===== src/rtl/fp_pkg.sv =====
// fp_pkg: shared float field positions, compare-result bit positions and clipper states.
// Ports: none (package). fp_neg() flips the sign bit of a single-precision value.
package fp_pkg;

  localparam int FP_SIGN = 31;

  // Bit positions inside the compare unit's result word.
  localparam int CMP_ALB = 2;
  localparam int CMP_AGB = 1;
  localparam int CMP_AEB = 0;

  typedef enum logic [2:0] {
    IDLE,
    CMP_HI,
    GAP,
    CMP_LO,
    OUT
  } clip_state_t;

  function automatic logic [31:0] fp_neg(input logic [31:0] x);
    fp_neg = {~x[FP_SIGN], x[FP_SIGN-1:0]};
  endfunction

endpackage


===== src/rtl/fp_hard_clipper_if.sv =====
// fp_hard_clipper_if: sample stream plus compare-unit handshake for the float hard clipper.
// Ports: in_valid/in_ready/sample_in/threshold in, out_valid/sample_out out,
//        cmp_en/cmp_a/cmp_b to the compare unit, cmp_result/cmp_done back from it.
interface fp_hard_clipper_if;

  logic        in_valid;
  logic        in_ready;
  logic [31:0] sample_in;
  logic [31:0] threshold;
  logic        out_valid;
  logic [31:0] sample_out;
  logic        cmp_en;
  logic [31:0] cmp_a;
  logic [31:0] cmp_b;
  logic [31:0] cmp_result;
  logic        cmp_done;

  // master: the clipper itself
  modport master (
    input  in_valid, sample_in, threshold, cmp_result, cmp_done,
    output in_ready, out_valid, sample_out, cmp_en, cmp_a, cmp_b
  );

  // slave: the surrounding audio path and compare unit
  modport slave (
    output in_valid, sample_in, threshold, cmp_result, cmp_done,
    input  in_ready, out_valid, sample_out, cmp_en, cmp_a, cmp_b
  );

endinterface


===== src/rtl/fp_clip_timeout.sv =====
// fp_clip_timeout: loadable down-counter that flags when a compare has waited too long.
// Ports: clock/reset_n, load (restart at TIMEOUT-1), run (count one waited cycle),
//        expired (counter at zero; the current waited cycle is the TIMEOUT-th).
module fp_clip_timeout #(
  parameter int TIMEOUT = 15
) (
  input  logic clock,
  input  logic reset_n,
  input  logic load,
  input  logic run,
  output logic expired
);

  localparam int CW = $clog2(TIMEOUT) + 1;

  logic [CW-1:0] cnt;

  always_ff @(posedge clock or negedge reset_n) begin
    if (!reset_n) begin
      cnt <= '0;
    end else if (load) begin
      cnt <= CW'(TIMEOUT - 1);
    end else if (run && (cnt != '0)) begin
      cnt <= cnt - CW'(1);
    end
  end

  assign expired = (cnt == '0);

endmodule


===== src/rtl/fp_hard_clipper.sv =====
// fp_hard_clipper: limits a float sample to +/-|threshold| using an external compare unit.
// Ports: clock/reset_n, bus (sample handshake + compare clk_en/done), clr_cnt,
//        clip_cnt (saturating count of clipped samples), err (sticky timeout/unordered flag).
module fp_hard_clipper
  import fp_pkg::*;
#(
  parameter int TIMEOUT = 15,
  parameter int CNT_W   = 16
) (
  input  logic              clock,
  input  logic              reset_n,
  fp_hard_clipper_if.master bus,
  input  logic              clr_cnt,
  output logic [CNT_W-1:0]  clip_cnt,
  output logic              err
);

  clip_state_t state_q, state_d;
  logic        cmp_en_q, cmp_en_d;
  logic [31:0] cmp_a_q, cmp_a_d;       // also serves as the latched sample S
  logic [31:0] cmp_b_q, cmp_b_d;
  logic [31:0] thr_q, thr_d;           // +|T|
  logic [31:0] res_q, res_d;
  logic        out_valid_q, out_valid_d;
  logic [31:0] sample_out_q, sample_out_d;
  logic        in_ready;
  logic        inc, set_err;
  logic        tmr_load, tmr_run, tmr_expired, timed_out;
  logic        unordered;
  logic        unused_bits;

  // Only the three flag bits of the compare result and the threshold magnitude matter.
  assign unused_bits = ^{bus.cmp_result[31:3], bus.threshold[FP_SIGN]};

  assign unordered = !(bus.cmp_result[CMP_ALB] | bus.cmp_result[CMP_AGB] |
                       bus.cmp_result[CMP_AEB]);

  // in_ready stays low during the out_valid cycle so a new sample lands one cycle later.
  assign in_ready  = (state_q == IDLE) && !out_valid_q;

  assign tmr_run   = ((state_q == CMP_HI) || (state_q == CMP_LO)) && !bus.cmp_done;
  assign timed_out = tmr_run && tmr_expired;

  fp_clip_timeout #(.TIMEOUT(TIMEOUT)) u_timeout (
    .clock   (clock),
    .reset_n (reset_n),
    .load    (tmr_load),
    .run     (tmr_run),
    .expired (tmr_expired)
  );

  always_comb begin
    state_d      = state_q;
    cmp_en_d     = cmp_en_q;
    cmp_a_d      = cmp_a_q;
    cmp_b_d      = cmp_b_q;
    thr_d        = thr_q;
    res_d        = res_q;
    out_valid_d  = 1'b0;
    sample_out_d = sample_out_q;
    inc          = 1'b0;
    set_err      = 1'b0;
    tmr_load     = 1'b0;

    case (state_q)
      IDLE: begin
        if (bus.in_valid && in_ready) begin
          thr_d    = {1'b0, bus.threshold[FP_SIGN-1:0]};
          cmp_a_d  = bus.sample_in;
          cmp_b_d  = {1'b0, bus.threshold[FP_SIGN-1:0]};
          cmp_en_d = 1'b1;
          tmr_load = 1'b1;
          state_d  = CMP_HI;
        end
      end
      CMP_HI: begin
        if (bus.cmp_done) begin
          cmp_en_d = 1'b0;
          if (bus.cmp_result[CMP_AGB]) begin
            res_d   = thr_q;
            inc     = 1'b1;
            state_d = OUT;
          end else if (unordered) begin
            res_d   = cmp_a_q;
            set_err = 1'b1;
            state_d = OUT;
          end else begin
            state_d = GAP;
          end
        end else if (timed_out) begin
          cmp_en_d = 1'b0;
          res_d    = cmp_a_q;
          set_err  = 1'b1;
          state_d  = OUT;
        end
      end
      GAP: begin
        // One idle cycle lets the compare unit's latency counter return to zero.
        cmp_en_d = 1'b1;
        cmp_b_d  = fp_neg(thr_q);
        tmr_load = 1'b1;
        state_d  = CMP_LO;
      end
      CMP_LO: begin
        if (bus.cmp_done) begin
          cmp_en_d = 1'b0;
          if (bus.cmp_result[CMP_ALB]) begin
            res_d = fp_neg(thr_q);
            inc   = 1'b1;
          end else begin
            res_d = cmp_a_q;
          end
          state_d = OUT;
        end else if (timed_out) begin
          cmp_en_d = 1'b0;
          res_d    = cmp_a_q;
          set_err  = 1'b1;
          state_d  = OUT;
        end
      end
      OUT: begin
        out_valid_d  = 1'b1;
        sample_out_d = res_q;
        state_d      = IDLE;
      end
      default: begin
        cmp_en_d = 1'b0;
        state_d  = IDLE;
      end
    endcase
  end

  always_ff @(posedge clock or negedge reset_n) begin
    if (!reset_n) begin
      state_q      <= IDLE;
      cmp_en_q     <= 1'b0;
      cmp_a_q      <= '0;
      cmp_b_q      <= '0;
      thr_q        <= '0;
      res_q        <= '0;
      out_valid_q  <= 1'b0;
      sample_out_q <= '0;
      clip_cnt     <= '0;
      err          <= 1'b0;
    end else begin
      state_q      <= state_d;
      cmp_en_q     <= cmp_en_d;
      cmp_a_q      <= cmp_a_d;
      cmp_b_q      <= cmp_b_d;
      thr_q        <= thr_d;
      res_q        <= res_d;
      out_valid_q  <= out_valid_d;
      sample_out_q <= sample_out_d;
      // A clear in the same cycle as an increment leaves the count at zero.
      if (clr_cnt) begin
        clip_cnt <= '0;
      end else if (inc && (clip_cnt != '1)) begin
        clip_cnt <= clip_cnt + CNT_W'(1);
      end
      if (clr_cnt) begin
        err <= 1'b0;
      end else if (set_err) begin
        err <= 1'b1;
      end
    end
  end

  assign bus.in_ready   = in_ready;
  assign bus.out_valid  = out_valid_q;
  assign bus.sample_out = sample_out_q;
  assign bus.cmp_en     = cmp_en_q;
  assign bus.cmp_a      = cmp_a_q;
  assign bus.cmp_b      = cmp_b_q;

endmodule

===== src/flat_wrapper.sv =====
// flat-port wrapper written by rule: the top's interface ports become plain ports
module fp_hard_clipper_flat import fp_pkg::*;
#(
  parameter int TIMEOUT = 15,
  parameter int CNT_W   = 16
)
  (clock, reset_n, clr_cnt, clip_cnt, err, bus_in_valid, bus_sample_in, bus_threshold, bus_cmp_result, bus_cmp_done, bus_in_ready, bus_out_valid, bus_sample_out, bus_cmp_en, bus_cmp_a, bus_cmp_b);
  fp_hard_clipper_if bus_i ();
  input  logic clock;
  input  logic reset_n;
  input  logic clr_cnt;
  output logic [CNT_W-1:0] clip_cnt;
  output logic err;
  input wire logic [$bits(bus_i.in_valid)-1:0] bus_in_valid;
  input wire logic [$bits(bus_i.sample_in)-1:0] bus_sample_in;
  input wire logic [$bits(bus_i.threshold)-1:0] bus_threshold;
  input wire logic [$bits(bus_i.cmp_result)-1:0] bus_cmp_result;
  input wire logic [$bits(bus_i.cmp_done)-1:0] bus_cmp_done;
  output wire logic [$bits(bus_i.in_ready)-1:0] bus_in_ready;
  output wire logic [$bits(bus_i.out_valid)-1:0] bus_out_valid;
  output wire logic [$bits(bus_i.sample_out)-1:0] bus_sample_out;
  output wire logic [$bits(bus_i.cmp_en)-1:0] bus_cmp_en;
  output wire logic [$bits(bus_i.cmp_a)-1:0] bus_cmp_a;
  output wire logic [$bits(bus_i.cmp_b)-1:0] bus_cmp_b;
  assign bus_i.in_valid = bus_in_valid;
  assign bus_i.sample_in = bus_sample_in;
  assign bus_i.threshold = bus_threshold;
  assign bus_i.cmp_result = bus_cmp_result;
  assign bus_i.cmp_done = bus_cmp_done;
  assign bus_in_ready = bus_i.in_ready;
  assign bus_out_valid = bus_i.out_valid;
  assign bus_sample_out = bus_i.sample_out;
  assign bus_cmp_en = bus_i.cmp_en;
  assign bus_cmp_a = bus_i.cmp_a;
  assign bus_cmp_b = bus_i.cmp_b;
  fp_hard_clipper #(.TIMEOUT(TIMEOUT), .CNT_W(CNT_W)) u_core (.clock(clock), .reset_n(reset_n), .bus(bus_i), .clr_cnt(clr_cnt), .clip_cnt(clip_cnt), .err(err));
endmodule

===== config.mk =====
export PLATFORM = sky130hd
export DESIGN_NAME = fp_hard_clipper_flat
export DESIGN_NICKNAME = d
export VERILOG_FILES = /design/src/rtl/fp_pkg.sv /design/src/rtl/fp_hard_clipper_if.sv /design/src/rtl/fp_clip_timeout.sv /design/src/rtl/fp_hard_clipper.sv /design/src/flat_wrapper.sv
export SDC_FILE = /design/constraint.sdc
export NUM_CORES = 1
export LEC_CHECK = 0
export ABC_AREA = 1
export BUFFER_PORTS_ARGS = -buffer_cell sky130_fd_sc_hd__buf_4
export CORE_UTILIZATION = 48
export DETAILED_ROUTE_END_ITERATION = 16
export PLACE_DENSITY = 0.79
export SYNTH_ARGS = -nofsm -noshare
export SYNTH_HDL_FRONTEND = slang
export SYNTH_SLANG_ARGS = --single-unit

===== constraint.sdc =====
create_clock -name clock -period 1.6 [get_ports clock]
set_input_delay 0.24 -clock clock [delete_from_list [all_inputs] [get_ports clock]]
set_output_delay 0.24 -clock clock [all_outputs]
set_load 0.02 [all_outputs]

==> flow_summary.toml, run 1 <==
[setup_path]
cp_max_fo = 2
path_cells = "nor2_2 > nand2_1 > nor2_2 > buf_4 > buf_6"
reg2reg_from = "u_core.state_q[1]$_DFFE_PN0P_"
cp.arrival_ns = 1.46
cp-start-kind = "register"
required_ns = 1.36
regToRegSetupSlack_ns = -0.06
rr_endpoint = "u_core.clip_cnt[1]$_DFFE_PN0P_"
end_kind = "output pin"
critPathLaunch = "u_core.state_q[2]$_DFFE_PN0P_"
critPathMostFrequentCell = "nor2_2"
crit_slowest_cell = "dfrtp_1"
path_buf_inv = 2
r2r_cells = 8
crit_family = "flip-flops"
crit_path_max_incr_delay_ns = 0.44
critPathKind = "reg2out"

[route]
drt_iter0_markers = 676
post-route-drc-count = 0
viasPerCell = 5.19
totalWireLength_mm = 22.9
ant_nets = 0
wl_per_cell_um = 15.9
vias = 7511
drtPass1Iterations = 5

[timing]
finClkSkew_ns = 0.0107
worst_pin_slew_ns = 0.606
hold_violations = 0
finalCritPeriodShare_pct = 106
rsz0062_at_grt = "yes"
slew_headroom_pct = 59.6
hold_slack_ns = 0.00812
slew_violations = 0
fin_ws_ns = -0.0959
setup_violations = 27
fin_crit_ns = 1.70
clock.fmax_ghz = 0.590

[finish]
post-route-util_pct = 68.0
layout-drive-gt1-share_pct = 28.4
seq_area_sq_um = 4660
n_antenna_cell = 0
fin_nets = 1318
multi_input_area_sq_um = 3210
syn2layout_area_growth_pct = 37.6
nFillCells = 1304

[global_routing]
antenna_found_initial = 0
grt_pass1_wl_mm = 36.4
grt_max_degree = 61
grt_pass1_vias = 7227
overflow = 0
grtUsageTotal_pct = 26.2

[run]
maxCapViolCount = 0

[cts]
clk_path_buf_depth = 2
cts_root_buffer = "clkbuf_16"
insertion_delay_ns = 0.44
cts_inserted_buffers = 17
h-tree-depth = 4
cts.clk_slew.worst_paths_ns = 0.08
cts.sinks = 186
cts_tree = "built"

[hold_path]
hp-start = "bus_sample_in[7]"
holdPathEnd = "u_core.bus.cmp_a[7]$_DFFE_PN0P_"
hold_depth = 3
hold_class = "in2reg"

[floorplanning]
num_rows = 47
die_area_sq_um = 17700
die_w_um = 133
io_pins = 217
core_sq_um = 16600
die_h_um = 133
initial_core_util_pct = 49.4

[logic_synthesis]
syn_inst = 984
ys_seq_elements = 186
synth.avg_cell_area_sq_um = 8.36
synthTopCellsByArea = "dfrtp_1 57%, nand2_1 19%, nand3_1 4.9%"
syn_nets = 1088
synth_top_area_share_pct = 56.6
synth_flop_cell = "dfrtp_1"
ys_types = 32
synth-edff-count = 0
yosys_warnings = 0
async_flop_share_pct = 100
synth.cell_area_sq_um = 8230
ys_seq_area_share_pct = 56.6
synth_top_area_cell = "dfrtp_1"

[power]
power.density_nw_per_um2 = 1880
p_leak_nw = 5.89
peakVddDrop_mv = 1.05

[placement]
io_buffers = 186
gp_congestion = 0.838
hpwl_mm = 15.4

[status]
status = "finished with violations"
violations = "setup timing"
==> logic make-up after synthesis <==
logic type               after synthesis  synth area share [%]
AND/OR/NAND/NOR                      548                  28.0
flip-flops                           186                  56.6
buffers and inverters                139                  7.24
AO/OA/AOI/OAI                        105                  7.47
XOR/XNOR                               3                 0.319
adder cells (fa/ha/maj)                3                 0.456
==> per-stage QoR <==
stage | setup TNS, ns | instance area [sq um] | total power, mW | std cells | setup slack, ns
finish | -0.709 | 11300 | 21.3 | 1447 | -0.0959
global route | -5.17 | 11300 | 22.6 | 1447 | -0.128
CTS | -0.0600 | 10900 | 20.9 | 1437 | -0.0600
detailed placement | -0.0258 | 10200 | 16.5 | 1400 | -0.0192
global placement | 0 | 10200 | 16.2 | 1400 | 0.0573
floorplan | 0 | 8240 | 12.6 | 984 | 0.0223
==> per-layer routing <==
metal  routed length, um  global-route usage [%]
met5                   0                       0
met4                 446                    8.68
met3                1550                    5.44
met2               11000                    42.3
met1                9930                    35.2
==> power breakdown <==
part	switching [mW]	internal [mW]	total [mW]
Sequential	1.46	6.71	8.17
Clock	2.06	2.25	4.31
Combinational	5.18	3.61	8.79
Total	8.70	12.6	21.3
==> timing repair <==
action                     in CTS  in global routing
pin swaps                       4                 40
cloned                          0                  6
setup endpoints to repair      20                141
setup buffers                   2                  4
hold buffers                    3                  0
resized for setup              12                 55
hold endpoints to repair       49                  0
==> sequential cells by signal (all words and copies together), names as in the netlist <==
register,cells
u_core.err,1
u_core.bus.sample_out,32
u_core.bus.out_valid,1
u_core.state_q,3
u_core.bus.cmp_a,32
u_core.bus.cmp_b,32
u_core.thr_q,31
u_core.u_timeout.cnt,5
u_core.res_q,32
u_core.clip_cnt,16
u_core.bus.cmp_en,1
==> worst max-delay path by stage <==
stage | to | slack [ns] | cells past startpoint
floorplan | u_core.clip_cnt[12]$_DFFE_PN0P_ | 0.02 | 10
global placement | u_core.bus.cmp_b[16]$_DFFE_PN0P_ | 0.06 | 8
detailed placement | u_core.res_q[15]$_DFFE_PN0P_ | -0.02 | 11
CTS | bus_in_ready | -0.06 | 5
global route | u_core.clip_cnt[1]$_DFFE_PN0P_ | -0.13 | 8
finish | bus_in_ready | -0.1 | 5
==> synth_stat cells (4+ instances only) <==
cell,number
nand3_1,80
dfrtp_1,186
nand2_2,4
nand4_1,18
buf_4,10
o21ai_0,65
nand2_1,406
clkbuf_1,23
nor2_1,26
inv_1,89
o211ai_1,31
buf_2,10
==> cells in the final DEF (no fill, tap or decap), types with 2 or more instances in the layout <==
master         instances
clkbuf_16             22
inv_8                  6
nand3_1               58
inv_1                 84
buf_4                228
nor3_1                 2
inv_6                  2
nor2_8                 2
clkinv_8               2
ha_4                   2
nand2_1              396
o21bai_1               3
nor2_4                 5
buf_6                  7
dlygate4sd3_1          3
inv_2                  6
nand3_2               22
clkinv_4               2
nand3b_1               2
dfrtp_1              183
xor2_1                 2
dfrtp_2                3
o21ai_1                3
nand2_2                8
nor2_1                22
nand4_1               18
a21oi_1                2
nand2_4                6
clkinvlp_4             2
buf_12                12
buf_8                  2
o21ai_0               65
o211ai_1              31
nor2_2                 4
==> layout make-up <==
cell class	count	share of cell area (%)
flip-flops and latches	186	41.1
multi-input cells	660	28.3
well taps	220	2.43
inverters	91	3.04
clock inverters	15	1.59
repair buffers	258	19.7
clock buffers	17	3.76
==> worst reg2reg max path, stage by stage (launching register included) <==
cell and delay (ns):
dfrtp_2 0.46, buf_6 0.13, nand4_1 0.16, nand2_4 0.17
nand2_4 0.09, nor2_8 0.24, clkbuf_16 0.19, nand3_2 0.07
nand2_1 0.09
Note: power is estimated with default switching activity, not from simulation.
==> run 2, diff against run 1 <==
Clock period 1.6 ns to 1.5 ns, I/O delays scaled along.
==> run 2 against run 1 <==
Register-to-register slack lost 0.07 ns. The run still ends with setup timing left. Global-route usage increased by 0.87 points. Worst hold slack about the same. Critical path type is now reg2reg. Critical path depth rose by 7. Highest routed layer unchanged.
==> flow_summary.toml, run 2 (same netlist as run 1, synthesis figures left out) <==
[status]
status = "finished with violations"
violations = "setup timing"

[setup_path]
regToRegSetupSlack_ns = -0.13
cp-start-kind = "register"
critPathKind = "reg2reg"
critPathMostFrequentCell = "nand2_1"
path_cells = "inv_2 > ha_4 > nand2_2 > nor2_2 > nand2_2 > nand2_4 > buf_6 > clkbuf_16 > nand3_2 > nand2_1 > nand2_1 > nand2_1"
critPathCapture = "u_core.res_q[27]$_DFFE_PN0P_"
r2r_cells = 12
rr_endpoint = "u_core.res_q[27]$_DFFE_PN0P_"
cp.arrival_ns = 2.00
crit_slowest_cell = "dfrtp_1"
crit_path_max_incr_delay_ns = 0.38
reg2reg_from = "u_core.u_timeout.cnt[1]$_DFFE_PN0P_"
cp_max_fo = 8
required_ns = 1.87
end_kind = "register"
critPathLaunch = "u_core.u_timeout.cnt[1]$_DFFE_PN0P_"

[placement]
gp_congestion = 0.887
dp_slack_ns = -0.0593
io_buffers = 186
hpwl_mm = 14.9

[floorplanning]
die_area_sq_um = 17700
num_rows = 47
initial_core_util_pct = 49.4
die_h_um = 133
core_sq_um = 16600
die_w_um = 133
io_pins = 217

[timing]
fin_ws_ns = -0.134
slew_violations = 0
finClkSkew_ns = 0.00991
hold_violations = 0
clock.fmax_ghz = 0.612
setup_violations = 98
slew_headroom_pct = 66.1
finalCritPeriodShare_pct = 109
rsz0062_at_grt = "yes"
fin_crit_ns = 1.63
worst_pin_slew_ns = 0.508
fin_tns_setup_ns = -4.71

[power]
peakVddDrop_mv = 1.16
power.density_nw_per_um2 = 1980
p_leak_nw = 6.09
power_mw = 23.5

[cts]
cts_tree = "built"
cts.clk_slew.worst_paths_ns = 0.07
cts.sinks = 186
clk_path_buf_depth = 2
cts_root_buffer = "clkbuf_16"
insertion_delay_ns = 0.44
h-tree-depth = 4
cts_inserted_buffers = 17

[hold_path]
hold_class = "in2reg"
hold_depth = 3

[global_routing]
grt_pass1_vias = 7575
grtUsageTotal_pct = 27.1
overflow = 0
grt_max_degree = 47
grt_pass1_wl_mm = 37.6
antenna_found_initial = 1

[route]
drt_iter0_markers = 501
ant_nets = 0
drtPass1Iterations = 5
wl_per_cell_um = 16.6
viasPerCell = 5.27
post-route-drc-count = 0
vias = 7807
totalWireLength_mm = 24.6

[run]
maxCapViolCount = 0

[finish]
syn2layout_area_growth_pct = 44.5
layout-drive-gt1-share_pct = 30.3
nFillCells = 1205
fin_nets = 1353
final_common_cell = "nand2_1"
layout_common_cells = "384 x nand2_1, 235 x buf_4, 181 x dfrtp_1"
run 2: cell types whose count changed in the layout (fill, tap and decap cells not counted), moves of 3 or more:
cell           change
nand3_2            -5
nor2_2             +3
buf_4              +7
buf_12             +5
nor2_1             -4
nand2_1           -12
nand3_4            +5
nand2_2           +14
buf_16             +4
dlygate4sd3_1     +20
inv_8              -3
run 2: report_power, final:
part | leakage (nW) | switching (mW) | internal (mW)
Sequential | 2.34 | 1.57 | 7.17
Combinational | 3.46 | 5.84 | 4.25
Clock | 0.293 | 1.98 | 2.68
run 2: metrics by stage:
step | hold slack (ns) | cells | util, % | cell area [sq um]
after global placement | 0.190 | 1402 | 62.1 | 10300
after global routing | 0.00591 | 1481 | 71.4 | 11900
after detailed placement | 0.191 | 1402 | 62.1 | 10300
after floorplan | -0.0706 | 984 | - | 8250
final | 0.00776 | 1482 | 71.4 | 11900
after CTS | 0.000689 | 1466 | 68.3 | 11400
run 2: how the worst min path moves through the flow:
stage / from / endpoint / slack [ns]
2_1_floorplan: reset_n / u_core.bus.cmp_a[0]$_DFFE_PN0P_ / -0.07
4_1_cts: clr_cnt / u_core.err$_DFFE_PN0P_ / 0.0007
6_report: bus_sample_in[7] / u_core.bus.cmp_a[7]$_DFFE_PN0P_ / 0.008
3_5_place_dp: reset_n / u_core.clip_cnt[3]$_DFFE_PN0P_ / 0.19
5_1_grt: bus_sample_in[17] / u_core.bus.cmp_a[17]$_DFFE_PN0P_ / 0.006
3_3_place_gp: reset_n / u_core.clip_cnt[3]$_DFFE_PN0P_ / 0.19
run 2: layer usage:
layer / GRT usage [%] / share of wire (%) / up-vias
met1: 36.1 / 41 / 3781
li1: - / - / 3666
met5: 0 / 0 / -
met4: 10.1 / 2.4 / 0
met3: 5.90 / 7.0 / 41
met2: 43.3 / 49 / 319
run 2: layout make-up:
| cell class | count | area (sq um) | area share [%] |
|---|---|---|---|
| Timing Repair Buffer | 293 | 2710 | 22.8 |
| Tap cell | 220 | 275 | 2.32 |
| Clock inverter | 12 | 164 | 1.38 |
| Multi-Input combinational cell | 660 | 3290 | 27.6 |
| Clock buffer | 19 | 443 | 3.73 |
| Sequential cell | 186 | 4660 | 39.2 |
| Inverter | 91 | 352 | 2.96 |
| Antenna cell | 1 | 2.50 | 0.0211 |
run 2: repair_timing:
action | CTS | global route
endpoints found under the setup margin | 82 | 120
resized for setup | 23 | 62
hold buffers | 23 | 0
cloned | 3 | 8
pin swaps | 3 | 49
buffers inserted | 7 | 7
hold endpoints to repair | 55 | 0
run 2: critical path, delay by kind of cell, from the launching register on:
family                   cells  cell delay, ns
adder cells (fa/ha/maj)      1            0.14
buffers and inverters        3            0.40
flip-flops                   1            0.38
AND/OR/NAND/NOR              8            0.64
